## config.mk

```make
export PLATFORM = sky130hd
export DESIGN_NAME = seq_rca
export DESIGN_NICKNAME = d
export VERILOG_FILES = /design/src/rtl/seq_rca.sv
export SDC_FILE = /design/constraint.sdc
export NUM_CORES = 1
export LEC_CHECK = 0
export ABC_CLOCK_PERIOD_IN_PS = 4000
export BUFFER_PORTS_ARGS = -buffer_cell sky130_fd_sc_hd__buf_4
export CELL_PAD_IN_SITES_DETAIL_PLACEMENT = 1
export CELL_PAD_IN_SITES_GLOBAL_PLACEMENT = 1
export CORE_MARGIN = 8
export CORE_UTILIZATION = 42
export CTS_CLUSTER_DIAMETER = 120
export DETAILED_ROUTE_END_ITERATION = 8
export PLACE_DENSITY = 0.76
export SLEW_MARGIN = 30
export SYNTH_ARGS = -nofsm -noshare
export SYNTH_HDL_FRONTEND = slang
export SYNTH_SLANG_ARGS = --single-unit
```

## constraint.sdc

```tcl
create_clock -name clk -period 4 [get_ports clk]
set_input_delay 0.2 -clock clk [delete_from_list [all_inputs] [get_ports clk]]
set_output_delay 0.2 -clock clk [all_outputs]
set_load 0.05 [all_outputs]
```

## src/rtl/seq_rca.sv

```systemverilog
// rtl/seq_rca.sv - sequential ripple-carry adder/subtractor, CHUNK bits per clock
module seq_rca #(
    parameter int WIDTH = 8,
    parameter int CHUNK = 2
) (
    input  logic             clk,
    input  logic             rst,
    input  logic             start,
    input  logic [WIDTH-1:0] a,
    input  logic [WIDTH-1:0] b,
    input  logic             c_in,
    input  logic             sub,
    output logic             busy,
    output logic             done,
    output logic [WIDTH-1:0] sum,
    output logic             c_out,
    output logic             overflow
);

    localparam int N  = WIDTH / CHUNK;
    localparam int KW = (N > 1) ? $clog2(N) : 1;
    localparam logic [KW-1:0]    K_LAST = KW'(N - 1);
    localparam logic [WIDTH-1:0] MASK   = ~({WIDTH{1'b1}} << CHUNK);

    typedef enum logic [1:0] {S_IDLE, S_RUN, S_DONE} state_t;

    state_t            state_q, state_d;
    logic [KW-1:0]     k_q, k_d;
    logic [WIDTH-1:0]  a_q, a_d;
    logic [WIDTH-1:0]  b_q, b_d;
    logic              carry_q, carry_d;
    logic [WIDTH-1:0]  part_q, part_d;
    logic [WIDTH-1:0]  sum_q, sum_d;
    logic              c_out_q, c_out_d;
    logic              ovf_q, ovf_d;

    logic [31:0]       sh;
    logic [CHUNK-1:0]  a_chk, b_chk;
    logic [CHUNK:0]    sum_chk;
    logic              c_msb;
    logic [WIDTH-1:0]  part_ins;

    // Slice out chunk k, add it, and splice the result bits into the partial word.
    assign sh       = 32'(k_q) * CHUNK;
    assign a_chk    = CHUNK'(a_q >> sh);
    assign b_chk    = CHUNK'(b_q >> sh);
    assign sum_chk  = {1'b0, a_chk} + {1'b0, b_chk} + {{CHUNK{1'b0}}, carry_q};
    assign c_msb    = sum_chk[CHUNK-1] ^ a_chk[CHUNK-1] ^ b_chk[CHUNK-1];
    assign part_ins = (part_q & ~(MASK << sh)) | (WIDTH'(sum_chk[CHUNK-1:0]) << sh);

    always_ff @(posedge clk or posedge rst) begin
        if (rst) begin
            state_q <= S_IDLE;
            k_q     <= '0;
            a_q     <= '0;
            b_q     <= '0;
            carry_q <= 1'b0;
            part_q  <= '0;
            sum_q   <= '0;
            c_out_q <= 1'b0;
            ovf_q   <= 1'b0;
        end else begin
            state_q <= state_d;
            k_q     <= k_d;
            a_q     <= a_d;
            b_q     <= b_d;
            carry_q <= carry_d;
            part_q  <= part_d;
            sum_q   <= sum_d;
            c_out_q <= c_out_d;
            ovf_q   <= ovf_d;
        end
    end

    always_comb begin
        state_d = state_q;
        k_d     = k_q;
        a_d     = a_q;
        b_d     = b_q;
        carry_d = carry_q;
        part_d  = part_q;
        sum_d   = sum_q;
        c_out_d = c_out_q;
        ovf_d   = ovf_q;
        case (state_q)
            S_IDLE, S_DONE: begin
                if (start) begin
                    // Subtraction is a + ~b + ~c_in, so c_out reads as not-borrow.
                    a_d     = a;
                    b_d     = sub ? ~b : b;
                    carry_d = c_in ^ sub;
                    k_d     = '0;
                    state_d = S_RUN;
                end else if (state_q == S_DONE) begin
                    state_d = S_IDLE;
                end
            end
            S_RUN: begin
                part_d  = part_ins;
                carry_d = sum_chk[CHUNK];
                k_d     = k_q + 1'b1;
                if (k_q == K_LAST) begin
                    sum_d   = part_ins;
                    c_out_d = sum_chk[CHUNK];
                    ovf_d   = c_msb ^ sum_chk[CHUNK];
                    k_d     = '0;
                    state_d = S_DONE;
                end
            end
            default: state_d = S_IDLE;
        endcase
    end

    assign busy     = (state_q == S_RUN);
    assign done     = (state_q == S_DONE);
    assign sum      = sum_q;
    assign c_out    = c_out_q;
    assign overflow = ovf_q;

endmodule

```

==> run summary <==
H-tree level count -> 2
Buf/Inv on CP -> 0
Count of final max-slew check failures -> 0
Fraction of layout cells with a size suffix above 1 -> 29.3%
Detailed router's first-iteration violation count -> 59
Largest stage delay on the critical path -> 0.68 ns
Net count after synthesis -> 184
Worst vdd ir -> 342 uV
Final Skew -> 0.00817 ns
Initial antenna violation count -> 0
Syn_area_per_cell -> 11.2 um2
Arrival time at the worst endpoint -> 3.33 ns
Antenna cell count -> 0
Hold buffer count at cts -> 0
Worst Tran Pin Value -> 0.689 ns
Min Tclk post-route -> 3.12 ns
DRC Markers -> 0
Half-perimeter wire length of the detailed placement result -> 2830 um
Setup tns final -> 0 ns
Worst setup EP type -> flop
Syn-to-layout area delta -> 20.0%
GRT overflow -> 0
Final routed wirelength across all metal layers -> 3790 um
Portion of the clock cycle consumed by the worst path in the final layout -> 77.9%
Number of global-route vias before repair -> 1337
Maximum number of pins on one net before global-route repair -> 38
Total number of vias -> 1215
Maximum fanout along the worst path -> 14
RSZ-0062 raised after global routing -> no
Height of the chip -> 80.7 um
Total global-route track usage -> 12.8%
Final weighted congestion of routability-driven global placement -> 0.741
Yosys warns -> 0
Endpoints failing setup -> 0
Core Rows -> 23
Clock tree from TritonCTS -> yes
Floorplan core area -> 4030 um2
First-pass detailed-route iteration total -> 4
Post-cts gate resize count -> 0
Power density of the placed cells -> 1000 nW/um2
Synth Instances -> 157
Initial standard-cell utilization of the core -> 43.6%
Die Width -> 80.7 um
Clock buffers created by TritonCTS -> 5
Via-per-instance ratio -> 5.11
Number of nets in the layout -> 214
Buffer depth of the longest clock path -> 2
Run status -> finished clean
Highest-count cells in the layout ignoring fill and taps -> 37 x sky130_fd_sc_hd__dfrtp_1, 33 x sky130_fd_sc_hd__buf_4, 25 x sky130_fd_sc_hd__nand2_1
Number of cells on the critical path -> 6
Required time worst endpoint -> 4.21 ns
Unique cell type count in the Yosys netlist -> 24
Maximum capacitance violations -> 0
Die Footprint -> 6510 um2
Io pins -> 33
Setup crit start kind -> flop
Number of hold violations in the final report -> 0
Largest delay contributor family on the critical path -> adder cells
Cell chain of the critical path -> mux4_2 > fa_1 > fa_1 > xor2_1 > xnor3_1 > o21ai_1
Most common cell after layout, fill and taps aside -> sky130_fd_sc_hd__dfrtp_1
R2r worst-path depth -> 6
Port Buffer Count -> 32
Max stage delay cell, worst path -> sky130_fd_sc_hd__dfrtp_1
Final ANT Viol Nets -> 0
Clock Root Buffer -> sky130_fd_sc_hd__clkbuf_8
Average wire per cell in the routed design -> 15.9 um
Peak clock frequency supported by timing -> 0.321 GHz
Worst setup path category -> reg2reg
Flops & latches, synth -> 37
Total standard cell area after synthesis -> 1760 um2
Buffers inserted by post-CTS timing repair -> 0
Clock edge transition at the registers on the reported setup and hold paths -> 0.08 ns
Total power of the final layout -> 2.11 mW
Clock insertion delay at the later pin of the skew report -> 0.29 ns
Slew HR -> 54.0%
Proportion of synthesized chip area in sequential cells -> 52.7%
Worst min path class -> in2async
Wire length of the first global-routing pass -> 6360 um
Leak pwr -> 0.987 nW
Cell repeated most along the worst path -> sky130_fd_sc_hd__fa_1
Num Clock Sinks -> 37
area by class of cell:
type / count / area [um2]
Clock inverter: 2 / 10.0
Inverter: 5 / 18.8
Timing Repair Buffer: 33 / 248
Tap cell: 50 / 62.6
Multi-Input combinational cell: 105 / 772
Clock buffer: 6 / 72.6
Sequential cell: 37 / 926
Fill cell: 450 / 1920
worst paths after layout:
kind	slack, ns	startpoint	end
max	0.88	k_q[0]	overflow
min	0.04	rst	b_q[6]
max reg2reg	0.88	k_q[0]	overflow
min reg2reg	0.48	part_q[0]	part_q[0]
max in group asynchronous	3.63	rst	k_q[0]
min in group clk	0.14	a[3]	a_q[3]
per-stage QoR:
stage | instance area [um2] | utilization [%] | hold WS, ns | cells | setup WS, ns
finish | 2110 | 52.4 | 0.0365 | 238 | 0.885
global route | 2110 | 52.4 | 0.0656 | 238 | 0.726
CTS | 2110 | 52.3 | 0.0492 | 238 | 0.867
detailed placement | 2020 | 50.2 | 0.363 | 230 | 0.883
global placement | 2020 | 50.2 | 0.335 | 230 | 0.975
floorplan | 1760 | - | 0.351 | 157 | 1.03
worst reg2reg max path: stages, from the launching register on:
cell	delay, ns
sky130_fd_sc_hd__dfrtp_1	0.68
sky130_fd_sc_hd__mux4_2	0.59
sky130_fd_sc_hd__fa_1	0.43
sky130_fd_sc_hd__fa_1	0.65
sky130_fd_sc_hd__xor2_1	0.18
sky130_fd_sc_hd__xnor3_1	0.40
sky130_fd_sc_hd__o21ai_1	0.11
per-layer routing:
metal / vias up / global-route usage (%) / share of wire [%]
met3: 7 / 4.80 / 5.0
met4: 0 / 4.29 / 1.2
met5: - / 0 / 0
li1: 589 / - / -
met1: 593 / 14.7 / 44
met2: 26 / 21.3 / 49
state kept, by name, summed over array words and instances (netlist names):
name	count
a_q	8
b_q	8
sum	8
part_q	6
k_q	2
state_q	2
c_out	1
carry_q	1
overflow	1
synthesized netlist by cell type, drive strengths merged:
cell type | count | area share [%]
a21oi | 6 | 1.7
a22o | 2 | 1.0
and4bb | 1 | 0.71
buf | 5 | 1.4
clkbuf | 5 | 1.1
dfrtp | 37 | 53
fa | 2 | 2.3
ha | 4 | 2.8
inv | 5 | 1.1
mux2 | 9 | 5.8
mux4 | 4 | 5.1
nand2 | 25 | 5.3
nand2b | 2 | 0.71
nand3 | 5 | 1.4
nand3b | 1 | 0.43
nor2 | 1 | 0.21
nor2b | 8 | 2.8
o211ai | 1 | 0.43
o21ai | 22 | 6.3
o31ai | 1 | 0.43
xnor2 | 9 | 4.5
xnor3 | 1 | 1.3
xor2 | 1 | 0.50
power by group:
group	leakage (nW)	switching, mW	internal (mW)
Combinational	0.481	0.640	0.530
Clock	0.0450	0.134	0.121
Sequential	0.461	0.135	0.553
Total	0.987	0.909	1.20
logic make-up after synthesis:
kind of cell	synth area share (%)
flops	52.7
buf+inv	3.56
fa+ha+maj	5.12
compound gates	9.82
simple gates	11.7
xor+xnor	6.26
mux	10.9
Note: power is estimated with default switching activity, not from simulation.
